## config.mk

```make
export PLATFORM = sky130hd
export DESIGN_NAME = restador_recuperador
export DESIGN_NICKNAME = d
export VERILOG_FILES = /design/src/rtl/restador_recuperador.sv
export SDC_FILE = /design/constraint.sdc
export NUM_CORES = 1
export LEC_CHECK = 0
export CORE_MARGIN = 2
export CORE_UTILIZATION = 29
export CTS_CLUSTER_SIZE = 14
export DETAILED_ROUTE_END_ITERATION = 7
export GPL_ROUTABILITY_DRIVEN = 1
export GPL_TIMING_DRIVEN = 0
export PLACE_DENSITY_LB_ADDON = 0.05
export SKIP_CTS_REPAIR_TIMING = 1
export SLEW_MARGIN = 30
export SYNTH_ARGS = -nofsm -noshare
export SYNTH_HDL_FRONTEND = slang
export SYNTH_SLANG_ARGS = --single-unit
```

## constraint.sdc

```tcl
create_clock -name clk -period 5.04 [get_ports clk]
set_clock_uncertainty 0.1 [all_clocks]
set_input_delay 1.26 -clock clk [delete_from_list [all_inputs] [get_ports clk]]
set_output_delay 1.26 -clock clk [all_outputs]
set_load 0.05 [all_outputs]
```

## src/rtl/restador_recuperador.sv

```systemverilog
// restador_recuperador: recovers dataA = (sum30_dd - dataB) mod 16 from a tag-indexed dataB buffer
//   clk, reset_L (async active-low)
//   wr_valid/idx/dataB       : store dataB under tag idx
//   rd_valid/idx_dd/sum30_dd : sumador result arriving with its tag
//   dataA_rec/idx_rec/valid_rec : registered recovered operand
//   miss (pulse), overwrite (sticky), cnt_rec (wrapping hit count)
//   RESTADOR_MISSCNT_EN : adds miss_cnt, saturating count of misses
module restador_recuperador (
    input  logic       clk,
    input  logic       reset_L,
    input  logic       wr_valid,
    input  logic [3:0] idx,
    input  logic [3:0] dataB,
    input  logic       rd_valid,
    input  logic [3:0] idx_dd,
    input  logic [3:0] sum30_dd,
    output logic [3:0] dataA_rec,
    output logic [3:0] idx_rec,
    output logic       valid_rec,
    output logic       miss,
    output logic       overwrite,
    output logic [7:0] cnt_rec
`ifdef RESTADOR_MISSCNT_EN
    ,
    output logic [7:0] miss_cnt
`endif
);
    typedef enum logic {RST, RUN} state_t;
    state_t     state, state_nx;
    logic [3:0] mem [16];
    logic [15:0] occ, occ_nx;
    logic       run, wr, rd, same, hit;
    logic [3:0] b_rd;
    always_ff @(posedge clk or negedge reset_L)
        if (!reset_L) state <= RST;
        else          state <= state_nx;
    // The first edge after reset only moves RST->RUN; inputs are gated until RUN.
    always_comb begin
        state_nx = RUN;
        run      = state == RUN;
        wr       = run & wr_valid;
        rd       = run & rd_valid;
        same     = wr & rd & (idx == idx_dd);
        hit      = rd & (occ[idx_dd] | same);
        b_rd     = same ? dataB : mem[idx_dd];
        occ_nx   = occ;
        if (wr)  occ_nx[idx] = 1'b1;
        if (hit) occ_nx[idx_dd] = 1'b0;
    end
    always_ff @(posedge clk)
        if (wr) mem[idx] <= dataB;
    always_ff @(posedge clk or negedge reset_L)
        if (!reset_L) begin
            occ       <= '0;
            dataA_rec <= '0;
            idx_rec   <= '0;
            valid_rec <= 1'b0;
            miss      <= 1'b0;
            overwrite <= 1'b0;
            cnt_rec   <= '0;
        end else begin
            occ       <= occ_nx;
            valid_rec <= hit;
            miss      <= rd & ~hit;
            overwrite <= overwrite | (wr & occ[idx] & ~same);
            if (hit) begin
                dataA_rec <= sum30_dd - b_rd;
                idx_rec   <= idx_dd;
                cnt_rec   <= cnt_rec + 8'd1;
            end
        end
`ifdef RESTADOR_MISSCNT_EN
    always_ff @(posedge clk or negedge reset_L)
        if (!reset_L)                               miss_cnt <= '0;
        else if (rd & ~hit & (miss_cnt != 8'hFF))   miss_cnt <= miss_cnt + 8'd1;
`endif
endmodule

```

Yosys cells after proc, flatten, opt, wreduce, memory -nomap -nowiden --
Memories as Yosys holds them, arrays and structs flattened. Cells that the tools add are included.
Word-level totals: flip-flop bits (word level) 36, latch bits 0, memory bits (writable) 64, memory bits (read-only) 0, word-level logic and storage cells 46, memories 1
Operators by class: add/sub/neg operators 2, $mul 0, divide/modulo/power cells 0, order comparisons 4, eq/ne operators 1, shift operators 0, muxes and demuxes 13, bitwise gates (word level) 15, reductions and logical operators 2
Memories:
- mem | words 16, bits a word 4, rd ports 1, clocked after Yosys merged registers in 0, wr ports 1, line 30 | logic [3:0] mem [16];
Operators with widths (number):
- 2-to-1 mux 16 bit | 2
- bitwise AND 16 bit | 1
- NOT 16 bit | 1
- OR 16 bit | 1
- less-than comparator 4 x 5 -> 1 bit (second input constant) | 2
- adder 8 x 1 -> 8 bit (second input constant) | 1
- bitwise AND 1 bit | 8
- binary-select mux 1 bit (select 4 bit) | 2
- demux 1 bit (select 4 bit) | 2
- >= comparator 4 x 1 -> 1 bit (second input constant) | 2
- 2-to-1 mux 1 bit | 6
- equality test 4 bit | 1
- 2-to-1 mux 4 bit | 1
- subtractor 4 bit | 1
- logical AND 1 bit | 2
- NOT 1 bit | 2
- OR 1 bit | 2

Logic depth before layout (Yosys ltp) --
depth after elaboration 8, depth in mapped cells 12, gate-level depth less buffers 11

Worst setup path before layout --
OpenSTA, ideal clock, no wires.
path type input -> register, start in idx_dd[0], end reg dataA_rec[3], setup time 0.082 ns, arrival 4.321 ns, data required time 4.858 ns, path slack 0.537 ns, stages on the path 11, buffers on the path 2, cell sequence buf_6 clkbuf_1 mux4_2 mux4_2 mux2i_1 ha_1 nor2b_1 o21a_1 or3_1 a221o_1 a31oi_1
Between the ends: longest elaborated chain between the ends 4
RTL lines:
- from (decl) | line 15 | input logic [3:0] idx_dd,
- branches (longest 4 deep; another with memory read (16 x 4 bit))
- to (signal assigned) | line 67 | dataA_rec <= sum30_dd - b_rd;
- to (decl) | line 17 | output logic [3:0] dataA_rec,
Several ways; the timed one is not identified. The select of a mux whose other input is x is not followed. A chain may end at the register's enable or synchronous reset.

Final worst setup path --
start in idx_dd[1], end reg dataA_rec[3]
The elaborated chain is that of the path after synthesis.

==> results_dict.tcl <==
set metrics [dict create \
    critPathCaptureType "flop" \
    synth_top_area_share_pct 43.4 \
    leakage_nw 1.86 \
    drive_above_1_share_pct 20.4 \
    wl_mm 10.9 \
    wl_per_cell_um 21.5 \
    cts_tree "done" \
    grt_pass1_wl_mm 16.7 \
    yosysTopAreaCell "edfxtp_1" \
    clk_latency_ps 350 \
    n_antenna_cell 0 \
    worstPathArrival_ps 5020 \
    reg2reg_from "run" \
    timing.critical_path.to "dataA_rec[3]" \
    cp-startpoint "idx_dd[1]" \
    path_clk_slew_ps 70 \
    antenna_found_initial 0 \
    syn_inst 269 \
    period_needed_ps 4840 \
    syn_area_sq_um 4430 \
    final_util_pct 35.3 \
    r2r_cells 10 \
    ioPinCount 39 \
    required_ps 5220 \
    critPathLaunchType "input port" \
    status "finished clean" \
    r2r_slack_ps 1760 \
    hold_depth 1 \
    clock_sinks 100 \
    vias 2524 \
    total_power_mw 2.32 \
    ys_seq_elements 100 \
    fillers 1448 \
    synth-edff-count 64 \
    met2_usage_pct 22.1 \
    grt_max_degree 23 \
    slew_violations 0 \
    met1_usage_pct 20.0 \
    ys_types 44 \
    cpPeakStageDelay_ps 580 \
    place_hpwl_mm 7.81 \
    worstMarginPinSlew_ps 872 \
    die_x_um 128 \
    gp_congestion 0.713 \
    via_per_inst 4.99 \
    rsz0062_at_grt "no" \
    layout.nets 338 \
    irDropWorstVdd_mv 0.208 \
    rows 45 \
    syn2layout_area_growth_pct 20.3 \
    clock.fmax_mhz 207 \
    core_sq_um 15100 \
    drtPass1Iterations 4 \
    grtUsageMet3_pct 4.19 \
    r2r-end "dataA_rec[3]" \
    htree_levels 3 \
    synth_area_leaders "edfxtp_1 43%, dfrtp_1 20%, mux4_2 15%, o32a_1 3.2%, xor2_1 2.0%" \
    ys_seq_area_share_pct 63.7 \
    busiest_layer "met2" \
    hold_class "reg -> reg" \
    avgSynthCellArea_sq_um 16.5 \
    async_reset_ff_share_pct 36.0 \
    io_buffer_count 32 \
    start_util_pct 29.4 \
    slowest_stage "clkbuf_1" \
    grt_pass1_vias 2583 \
    crit_fanout 10 \
    grt_overflow 0 \
    cts_buffers 9 \
    power_density_nw_per_um2 435 \
    cts_max_path_buffers 2 \
    dieArea_sq_um 16300 \
    final-hold-violation-count 0 \
    syn_nets 294 \
    setup_viol 0 \
    path_class "in -> reg" \
    track_usage_pct 14.3 \
    path_cells "clkbuf_1 -> clkbuf_1 -> mux4_2 -> mux4_2 -> mux2i_1 -> ha_1 -> nor2b_1 -> o21a_1 -> or3_1 -> a221o_1 -> a31oi_1" \
    maxCapViolations 0 \
    drt_iter0_markers 146 \
    die_h_um 128 \
    ys_warn_count 0 \
    synth-main-ff-cell "edfxtp_1" \
    period_share_pct 96.1 \
    clock-root-buffer "clkbuf_16" \
    max-slew-margin-rel_pct 41.4 \
    final_antenna_net_count 0 \
    drc_errors 0 \
]
[flip-flops by register name (all words and copies together) (netlist names)]
name	cells
cnt_rec	8
dataA_rec	4
idx_rec	4
mem	64
miss	1
occ	16
overwrite	1
run	1
valid_rec	1
[critical path, delay by kind of cell]
kind	cells	cell delay [ps]
muxes	3	1210
adders and majority gates	1	290
AOI/OAI and AO/OA	3	680
buffers and inverters	2	1100
and+or+nand+nor	2	470
[cell usage in the layout, fill, tap and decap left out, types with 5 or more instances in the layout]
cell type	n
xor2_1	10
nand2_1	14
clkbuf_1	8
nand2b_1	7
mux4_2	29
edfxtp_1	64
nor2_1	18
o32a_1	14
clkbuf_16	10
dfrtp_1	36
clkdlybuf4s50_1	31
o21ai_0	5
[Yosys cell counts, drive strengths merged, types with 2 or more instances]
master  instances
or2             2
nor2b           2
or3             2
mux2            6
o32a           14
mux2i           2
nor4            3
ha              4
inv             3
edfxtp         64
mux4           29
dfrtp          36
nor3b           2
xnor2           2
and2            2
o21ai           6
xor2           10
nand2          14
nand3           4
a31oi           3
clkbuf          9
buf             5
nor3            7
nand2b          7
nor2           18
[worst min-delay path by stage]
stage	from	endpoint
3_5_place_dp	cnt_rec[7]	cnt_rec[7]
6_report	cnt_rec[7]	cnt_rec[7]
5_1_grt	cnt_rec[7]	cnt_rec[7]
2_1_floorplan	occ[2]	occ[2]
4_1_cts	cnt_rec[7]	cnt_rec[7]
3_3_place_gp	cnt_rec[7]	cnt_rec[7]
[per-layer routing]
metal | wire length (um) | share of wire, % | up-vias
li1 | - | - | 1158
met1 | 5070 | 47 | 1300
met2 | 5220 | 48 | 59
met3 | 476 | 4.4 | 7
met4 | 102 | 0.94 | 0
met5 | 0 | 0 | -
[layout make-up]
type	instances	area (sq um)	area share [%]
plain buffers	14	75.1	1.41
repair buffers	33	335	6.29
flip-flops and latches	100	2820	53.0
clock buffers	11	264	4.95
clock inverters	5	48.8	0.916
well taps	188	235	4.41
multi-input cells	152	1540	28.8
inverters	3	11.3	0.211
[cell families after synthesis]
logic type | count (synthesis) | share of synthesized area, %
buffers and inverters | 17 | 1.92
other | 1 | 0.0847
muxes | 37 | 16.9
xor gates and xnor gates | 12 | 2.37
and+or+nand+nor | 67 | 7.49
AOI/OAI and AO/OA | 30 | 5.93
adders and majority gates | 5 | 1.58
DFF | 100 | 63.7
[per-stage QoR]
step	setup slack (ps)	instances	TNS (ps)	hold slack, ps	cell area [sq um]
floorplan	537	269	0	382	4430
global placement	-228	489	-228	355	4980
detailed placement	-246	490	-246	369	5010
CTS	113	506	0	379	5330
global route	30.0	506	0	397	5330
finish	199	506	0	370	5330
[report_power, final]
part | switching, mW | internal (mW) | leakage (nW)
combinational | 0.338 | 0.241 | 0.696
sequential | 0.0674 | 0.966 | 1.01
clock | 0.320 | 0.388 | 0.155
(Power assumes the default switching activity.)
